File: config.mk
export PLATFORM = sky130hd
export DESIGN_NAME = theta_apply
export DESIGN_NICKNAME = d
export VERILOG_FILES = /design/src/rtl/theta_pkg.sv /design/src/rtl/theta_lane_cnt.sv /design/src/rtl/theta_apply.sv
export SDC_FILE = /design/constraint.sdc
export NUM_CORES = 2
export LEC_CHECK = 0
export ABC_AREA = 1
export BUFFER_PORTS_ARGS = -buffer_cell sky130_fd_sc_hd__buf_2
export CORE_UTILIZATION = 60
export CTS_CLUSTER_SIZE = 30
export DETAILED_ROUTE_END_ITERATION = 12
export PLACE_DENSITY = 0.79
export SLEW_MARGIN = 20
export SYNTH_ARGS = -nofsm -noshare
export SYNTH_HDL_FRONTEND = slang
export SYNTH_SLANG_ARGS = --single-unit
export TNS_END_PERCENT = 30
File: constraint.sdc
create_clock -name clk -period 4.31 [get_ports clk]
set_clock_uncertainty 0.15 [all_clocks]
set_input_delay 1.293 -clock clk [delete_from_list [all_inputs] [get_ports clk]]
set_output_delay 1.293 -clock clk [all_outputs]
set_load 0.1 [all_outputs]
File: src/rtl/theta_pkg.sv
// theta_pkg: shared constants, state encoding and helpers for the theta-apply
// block (column-parity consumer of the permutation datapath).
//   LANE_W    : lane / parity word width
//   NUM_LANES : lanes per 5x5 state
//   NUM_COLS  : columns per state
//   state_t   : controller states IDLE, LOAD_PAR, CALC_D, STREAM, DONE
//   rotl1     : rotate a lane left by one bit
package theta_pkg;

    localparam int LANE_W    = 64;
    localparam int NUM_LANES = 25;
    localparam int NUM_COLS  = 5;
    localparam int IDX_W     = 5;
    localparam int COL_W     = 3;

    typedef enum logic [2:0] {
        IDLE     = 3'd0,
        LOAD_PAR = 3'd1,
        CALC_D   = 3'd2,
        STREAM   = 3'd3,
        DONE     = 3'd4
    } state_t;

    function automatic logic [LANE_W-1:0] rotl1(input logic [LANE_W-1:0] v);
        return {v[LANE_W-2:0], v[LANE_W-1]};
    endfunction

endpackage

File: src/rtl/theta_lane_cnt.sv
// theta_lane_cnt: paired index / column counter. The index counts accepted
// items 0..LIMIT and saturates at LIMIT; the column counter wraps 4 -> 0 in
// step with it, so no division is ever needed to find the column.
// Ports:
//   clk  : rising-edge clock
//   rst  : synchronous active-low reset
//   clr  : synchronous clear of both counters
//   en   : advance by one (ignored once the index reaches LIMIT)
//   idx  : item index
//   col  : column of the current item (idx mod 5)
//   term : index is on the last item (LIMIT-1)
//   full : all LIMIT items have been counted
module theta_lane_cnt
    import theta_pkg::*;
#(
    parameter int LIMIT = NUM_LANES
) (
    input  logic             clk,
    input  logic             rst,
    input  logic             clr,
    input  logic             en,
    output logic [IDX_W-1:0] idx,
    output logic [COL_W-1:0] col,
    output logic             term,
    output logic             full
);

    logic [IDX_W-1:0] idx_r;
    logic [COL_W-1:0] col_r;
    logic             full_s;

    assign full_s = (idx_r == IDX_W'(LIMIT));

    // Index and column counters advance together on each enabled cycle.
    always_ff @(posedge clk) begin
        if (!rst) begin
            idx_r <= {IDX_W{1'b0}};
            col_r <= {COL_W{1'b0}};
        end else if (clr) begin
            idx_r <= {IDX_W{1'b0}};
            col_r <= {COL_W{1'b0}};
        end else if (en && !full_s) begin
            idx_r <= idx_r + IDX_W'(1);
            col_r <= (col_r == COL_W'(NUM_COLS - 1)) ? {COL_W{1'b0}} : col_r + COL_W'(1);
        end else begin
            idx_r <= idx_r;
            col_r <= col_r;
        end
    end

    assign idx  = idx_r;
    assign col  = col_r;
    assign term = (idx_r == IDX_W'(LIMIT - 1));
    assign full = full_s;

endmodule

File: src/rtl/theta_apply.sv
// theta_apply: loads five column parities C[0..4], forms the theta offsets
// D[x] = C[(x+4) mod 5] ^ rotl1(C[(x+1) mod 5]), then streams the 25 state
// lanes through with lane_out = A[i] ^ D[i mod 5] and valid/ready flow control.
// Optional feature macro: THETA_PAR_CHECK_EN (recomputes the column XOR of the
// streamed lanes and flags a mismatch against the loaded parities on par_err).
// Ports:
//   clk, rst               : clock, synchronous active-low reset
//   start                  : begin a frame (IDLE only)
//   par_in, par_valid      : column parity words C[0..4] in order (LOAD_PAR only)
//   lane_in, lane_valid    : state lanes A[0..24] in order
//   lane_ready             : lane accepted when lane_valid & lane_ready
//   lane_out, out_valid    : theta-applied lane, held under backpressure
//   out_ready              : downstream accept
//   busy                   : controller not in IDLE
//   done                   : one-cycle pulse after the last lane is consumed
//   par_err                : parity mismatch flag (0 unless the check is built)
module theta_apply
    import theta_pkg::*;
(
    input  logic              clk,
    input  logic              rst,
    input  logic              start,
    input  logic [LANE_W-1:0] par_in,
    input  logic              par_valid,
    input  logic [LANE_W-1:0] lane_in,
    input  logic              lane_valid,
    output logic              lane_ready,
    output logic [LANE_W-1:0] lane_out,
    output logic              out_valid,
    input  logic              out_ready,
    output logic              busy,
    output logic              done,
    output logic              par_err
);

    state_t            state_r;
    state_t            state_nxt_s;

    logic [LANE_W-1:0] c_r [NUM_COLS];
    logic [LANE_W-1:0] d_r [NUM_COLS];
    logic [LANE_W-1:0] lane_out_r;
    logic              out_valid_r;
    logic              busy_r;
    logic              done_r;

    logic              par_acc_s;
    logic              lane_ready_s;
    logic              lane_acc_s;
    logic              frame_end_s;

    logic [IDX_W-1:0]  p_idx_s;
    logic [COL_W-1:0]  p_col_s;
    logic              p_term_s;
    logic              p_full_s;
    logic [IDX_W-1:0]  l_idx_s;
    logic [COL_W-1:0]  l_col_s;
    logic              l_term_s;
    logic              l_full_s;
    logic              unused_s;

    assign par_acc_s    = (state_r == LOAD_PAR) && par_valid;
    // The !l_full_s term keeps a 26th lane from being swallowed while the
    // last output is still waiting downstream.
    assign lane_ready_s = (state_r == STREAM) && !l_full_s && (!out_valid_r || out_ready);
    assign lane_acc_s   = lane_ready_s && lane_valid;
    assign frame_end_s  = (state_r == STREAM) && out_valid_r && out_ready && l_full_s;

    // Parity word index p, cleared when a frame starts.
    theta_lane_cnt #(.LIMIT(NUM_COLS)) u_par_cnt (
        .clk  (clk),
        .rst  (rst),
        .clr  ((state_r == IDLE) && start),
        .en   (par_acc_s),
        .idx  (p_idx_s),
        .col  (p_col_s),
        .term (p_term_s),
        .full (p_full_s)
    );

    // Lane index i and column x, cleared in CALC_D just before streaming.
    theta_lane_cnt #(.LIMIT(NUM_LANES)) u_lane_cnt (
        .clk  (clk),
        .rst  (rst),
        .clr  (state_r == CALC_D),
        .en   (lane_acc_s),
        .idx  (l_idx_s),
        .col  (l_col_s),
        .term (l_term_s),
        .full (l_full_s)
    );

    assign unused_s = ^{p_idx_s, p_full_s, l_idx_s, l_term_s};

    // Controller state register.
    always_ff @(posedge clk) begin
        if (!rst) begin
            state_r <= IDLE;
        end else begin
            state_r <= state_nxt_s;
        end
    end

    // Controller next-state decode.
    always_comb begin
        state_nxt_s = state_r;
        case (state_r)
            IDLE: begin
                if (start) begin
                    state_nxt_s = LOAD_PAR;
                end else begin
                    state_nxt_s = IDLE;
                end
            end
            LOAD_PAR: begin
                if (par_acc_s && p_term_s) begin
                    state_nxt_s = CALC_D;
                end else begin
                    state_nxt_s = LOAD_PAR;
                end
            end
            CALC_D: begin
                state_nxt_s = STREAM;
            end
            STREAM: begin
                if (frame_end_s) begin
                    state_nxt_s = DONE;
                end else begin
                    state_nxt_s = STREAM;
                end
            end
            DONE: begin
                state_nxt_s = IDLE;
            end
            default: begin
                state_nxt_s = IDLE;
            end
        endcase
    end

    // Column parity store; written only while loading, kept until the next load.
    always_ff @(posedge clk) begin
        if (!rst) begin
            for (int x = 0; x < NUM_COLS; x++) begin
                c_r[x] <= {LANE_W{1'b0}};
            end
        end else if (par_acc_s) begin
            c_r[p_col_s] <= par_in;
        end else begin
            c_r <= c_r;
        end
    end

    // Theta offsets computed once per frame in CALC_D.
    always_ff @(posedge clk) begin
        if (!rst) begin
            for (int x = 0; x < NUM_COLS; x++) begin
                d_r[x] <= {LANE_W{1'b0}};
            end
        end else if (state_r == CALC_D) begin
            for (int x = 0; x < NUM_COLS; x++) begin
                d_r[x] <= c_r[(x + NUM_COLS - 1) % NUM_COLS] ^ rotl1(c_r[(x + 1) % NUM_COLS]);
            end
        end else begin
            d_r <= d_r;
        end
    end

    // Output lane register: load on accept, drop valid when consumed, hold otherwise.
    always_ff @(posedge clk) begin
        if (!rst) begin
            lane_out_r  <= {LANE_W{1'b0}};
            out_valid_r <= 1'b0;
        end else if (state_r != STREAM) begin
            lane_out_r  <= lane_out_r;
            out_valid_r <= 1'b0;
        end else if (lane_acc_s) begin
            lane_out_r  <= lane_in ^ d_r[l_col_s];
            out_valid_r <= 1'b1;
        end else if (out_ready) begin
            lane_out_r  <= lane_out_r;
            out_valid_r <= 1'b0;
        end else begin
            lane_out_r  <= lane_out_r;
            out_valid_r <= out_valid_r;
        end
    end

    // Status flags registered from the next state so they line up with it.
    always_ff @(posedge clk) begin
        if (!rst) begin
            busy_r <= 1'b0;
            done_r <= 1'b0;
        end else begin
            busy_r <= (state_nxt_s != IDLE);
            done_r <= (state_nxt_s == DONE);
        end
    end

    assign lane_ready = lane_ready_s;
    assign lane_out   = lane_out_r;
    assign out_valid  = out_valid_r;
    assign busy       = busy_r;
    assign done       = done_r;

`ifdef THETA_PAR_CHECK_EN
    logic [LANE_W-1:0] k_r [NUM_COLS];
    logic              par_err_r;

    function automatic logic cols_mismatch(input logic [LANE_W-1:0] k [NUM_COLS],
                                           input logic [LANE_W-1:0] c [NUM_COLS]);
        logic diff;
        diff = 1'b0;
        for (int x = 0; x < NUM_COLS; x++) begin
            diff = diff | (|(k[x] ^ c[x]));
        end
        return diff;
    endfunction

    // Running XOR of accepted lanes per column, restarted each frame.
    always_ff @(posedge clk) begin
        if (!rst) begin
            for (int x = 0; x < NUM_COLS; x++) begin
                k_r[x] <= {LANE_W{1'b0}};
            end
        end else if (state_r == CALC_D) begin
            for (int x = 0; x < NUM_COLS; x++) begin
                k_r[x] <= {LANE_W{1'b0}};
            end
        end else if (lane_acc_s) begin
            k_r[l_col_s] <= k_r[l_col_s] ^ lane_in;
        end else begin
            k_r <= k_r;
        end
    end

    // Mismatch verdict latched on entry to DONE, held until the next start.
    always_ff @(posedge clk) begin
        if (!rst) begin
            par_err_r <= 1'b0;
        end else if ((state_r == IDLE) && start) begin
            par_err_r <= 1'b0;
        end else if (frame_end_s) begin
            par_err_r <= cols_mismatch(k_r, c_r);
        end else begin
            par_err_r <= par_err_r;
        end
    end

    assign par_err = par_err_r;
`else
    assign par_err = 1'b0;
`endif

endmodule

==> impl_metrics.tcl <==
set metrics [dict create \
    status "completed" \
    total_leakage_power_nw 15.3 \
    endpoint_kind "output port" \
    initial_utilization_pct 60.7 \
    cts.repair.resized 0 \
    cts_setup_buffers 0 \
    hold_class "register to register" \
    worst-r2r-cell-count 8 \
    critical_path.startpoint_type "input port" \
    seq_area_frac_synth_pct 44.6 \
    detail_route.drc_violations 0 \
    setup-violations-final 0 \
    yosys_warnings 0 \
    globalRoute.totalOverflow 0 \
    number_of_global_route_vias_before_repair 27883 \
    critPathMaxFanout 2 \
    maximum_number_of_pins_on_one_net_before_global_route_repair 128 \
    post_synth_inst_count 4436 \
    post_cts_hold_buffer_count 0 \
    gr-usage-all-layers_pct 33.5 \
    synth_largest_area_cell "sky130_fd_sc_hd__dfxtp_1" \
    synth-edff-count 0 \
    die_area_um2 55200 \
    number_of_cts_inserted_buffers 75 \
    first_pass_grt_wire_length_mm 149 \
    achievable-frequency_ghz 0.277 \
    dr_total_vias 29656 \
    boundary_pin_count 203 \
    hold_viol 0 \
    setup-tns-final_ps 0 \
    worst_path_largest_cell_delay_ps 420 \
    die_x_um 235 \
    synth_area_um2 32600 \
    synth.most_common_cell "sky130_fd_sc_hd__dfxtp_1" \
    antenna_found_initial 11 \
    routed_wire_length_per_instance_um 18.0 \
    h-tree-depth 3 \
    core_area_um2 53700 \
    cts_num_sinks 726 \
    post-dp-hpwl_mm 54.4 \
    worst-path-stages 6 \
    tightestPinTransition_ps 1070 \
    dp_slack_ps 697 \
    slowest_stage_cell_cp "sky130_fd_sc_hd__buf_2" \
    ys.flop_type "sky130_fd_sc_hd__dfxtp_1" \
    timing_worst_setup_path_type "input port to output port" \
    clock_tree_from_tritoncts "built" \
    crit-reg2reg-launch "u_lane_cnt.col[1]$_SDFFE_PP0P_" \
    reg2reg_setup_slack_ps 1450 \
    drt-vias-per-instance 5.67 \
    synth_area_per_cell_um2 7.34 \
    fraction_of_final_layout_cells_sized_beyond_drive_strength_1_pct 8.89 \
    synthTopCellsByCount "726 x sky130_fd_sc_hd__dfxtp_1, 546 x sky130_fd_sc_hd__nand2_1, 537 x sky130_fd_sc_hd__inv_1, 527 x sky130_fd_sc_hd__nor2_1, 519 x sky130_fd_sc_hd__nand3_1" \
    yosysUniqueCellTypes 32 \
    gp_congestion 0.820 \
    synth_top_area_share_pct 44.6 \
    final_period_minus_worst_setup_slack_ps 3610 \
    pwr_density_cell_nw_per_um2 397 \
    fillers 4545 \
    r2r-end "lane_out[58]$_SDFFE_PN0P_" \
    dr.first_iter.drc_count 2853 \
    placement_rows 85 \
    fp.dieH_um 235 \
    ctsLongestPathBuffers 3 \
    whs_path_depth 2 \
    final.hold.worst_slack_ps 300 \
    wl_mm 94.2 \
    synth_fp_nets 4579 \
    final_nets 4607 \
    final.period_utilization_pct 83.7 \
    drtAntennaViolNets 0 \
    vdd_drop_max_mv 0.311 \
    critical_path.top_delay_family "buffers and inverters" \
    critical_path.most_common_cell "sky130_fd_sc_hd__buf_2" \
    worst_slack_ps 701 \
    count_of_port_buffers_added_during_placement 201 \
    clock_tree.root_cell "sky130_fd_sc_hd__clkbuf_16" \
    rsz0062_at_grt "false" \
    worstPathBufferInverterCount 3 \
    drt_pre_antenna_iters 9 \
    synth-seq-cells 726 \
    area_delta_synth_final_pct 11.5 \
    timing.critical_path.required_ps 2870 \
    slew_viol_final 0 \
    worstPathCellList "buf_2 > nor2_1 > nor2_2 > nand2_1 > inv_1 > buf_2" \
    clock_insertion_delay_worst_skew_ps 620 \
    clk_pin_slew_ps 60 \
    end_of_the_worst_hold_path "d_r[213]$_SDFFE_PN0P_" \
    cap_violations 0 \
    maxSlewHeadroom_pct 28.8 \
    arrival_ps 2170 \
    synth_async_sr_flop_share_pct 0 \
    worstHoldStart "d_r[213]$_SDFFE_PN0P_" \
    yosys-top-cells-area "sky130_fd_sc_hd__dfxtp_1 45%, sky130_fd_sc_hd__nand3_1 8.0%, sky130_fd_sc_hd__nand2_1 6.3%" \
]
power breakdown:
part | internal (W) | switching (W) | leakage, nW | total (W)
Sequential | 0.00677 | 0.0000705 | 5.86 | 0.00684
Clock | 0.00425 | 0.00271 | 1.31 | 0.00696
Combinational | 0.000214 | 0.000401 | 8.18 | 0.000615
state kept, by name, summed over array words and instances (netlist names):
| register | cells |
|---|---|
| c_r | 320 |
| d_r | 320 |
| lane_out | 64 |
| u_lane_cnt.idx | 5 |
| u_par_cnt.idx | 5 |
| state_r | 3 |
| u_lane_cnt.col | 3 |
| u_par_cnt.col | 3 |
| busy | 1 |
| done | 1 |
| out_valid | 1 |
metal layers:
| layer | share of wire (%) | vias to the layer above | track usage (%) |
|---|---|---|---|
| met5 | 0.077 | - | 0 |
| met4 | 3.1 | 10 | 13.4 |
| met3 | 9.3 | 211 | 6.06 |
| met2 | 45 | 1330 | 53.9 |
| met1 | 42 | 13770 | 44.4 |
| li1 | - | 14335 | - |
final cells by class:
type,count,area [um2],area share (%)
clock inverters,19,304,0.837
diodes,7,17.5,0.0482
flip-flops and latches,726,14500,40.0
repair buffers,251,1500,4.14
multi-input cells,2864,14600,40.3
well taps,696,871,2.40
clock buffers,117,2360,6.51
inverters,546,2060,5.69
how the worst max path moves through the flow:
stage / start / endpoint / slack [ps]
final: out_ready / lane_ready / 700
after CTS: out_ready / lane_ready / 690
after detailed placement: out_ready / lane_ready / 700
after global routing: out_ready / lane_ready / 650
after floorplan: out_ready / lane_ready / 770
after global placement: out_ready / lane_ready / 730
worst reg2reg max path, stage by stage (launching register included):
cell and delay [ps]:
sky130_fd_sc_hd__dfxtp_2 830, sky130_fd_sc_hd__nor2_4 60, sky130_fd_sc_hd__inv_2 450, sky130_fd_sc_hd__buf_4 630, sky130_fd_sc_hd__o21ai_0 220, sky130_fd_sc_hd__nand3_1 140
sky130_fd_sc_hd__nand3_1 160, sky130_fd_sc_hd__nand2_1 100, sky130_fd_sc_hd__inv_1 40
cell usage in the layout (no fill, tap or decap), types with 2 or more instances in the layout:
master                         n
sky130_fd_sc_hd__clkbuf_16    82
sky130_fd_sc_hd__inv_4         2
sky130_fd_sc_hd__nand3_1     519
sky130_fd_sc_hd__nand2_1     543
sky130_fd_sc_hd__nand2_2       2
sky130_fd_sc_hd__buf_2       200
sky130_fd_sc_hd__xor2_1      130
sky130_fd_sc_hd__nor2_1      526
sky130_fd_sc_hd__nor2_2        2
sky130_fd_sc_hd__a211oi_1      2
sky130_fd_sc_hd__xnor2_1     195
sky130_fd_sc_hd__o21ai_1      79
sky130_fd_sc_hd__inv_6         3
sky130_fd_sc_hd__nand4_1       3
sky130_fd_sc_hd__clkinvlp_4    2
sky130_fd_sc_hd__nand2_4       2
sky130_fd_sc_hd__dfxtp_4       2
sky130_fd_sc_hd__nand4_4       3
sky130_fd_sc_hd__clkbuf_1     17
sky130_fd_sc_hd__inv_2         9
sky130_fd_sc_hd__o21ai_0     375
sky130_fd_sc_hd__o22ai_1     193
sky130_fd_sc_hd__dfxtp_1     723
sky130_fd_sc_hd__diode_2       7
sky130_fd_sc_hd__buf_4        41
sky130_fd_sc_hd__buf_12        9
sky130_fd_sc_hd__inv_1       533
sky130_fd_sc_hd__nor3_1        2
sky130_fd_sc_hd__ha_1          9
sky130_fd_sc_hd__a21oi_1     269
sky130_fd_sc_hd__bufinv_16     8
sky130_fd_sc_hd__clkbuf_8     18
sky130_fd_sc_hd__nor2_4        3
sky130_fd_sc_hd__clkinv_2      8
per-stage QoR:
step | util [%] | cell area [um2] | power [W] | instances
after floorplan | - | 32600 | 0.00735 | 4436
after global placement | 62.6 | 33600 | 0.00757 | 5083
after detailed placement | 62.6 | 33600 | 0.00758 | 5083
after CTS | 67.6 | 36300 | 0.0144 | 5219
after global routing | 67.6 | 36300 | 0.0148 | 5224
final | 67.6 | 36300 | 0.0144 | 5226
cell families after synthesis:
logic type | Yosys count | synth area share, %
adders and majority gates | 9 | 0.346
AOI/OAI and AO/OA | 919 | 14.9
buffers and inverters | 846 | 10.6
other | 1 | 0.0115
and+or+nand+nor | 1610 | 20.8
DFF | 726 | 44.6
xor gates and xnor gates | 325 | 8.74
No activity file was read; power rests on OpenSTA's default activity.
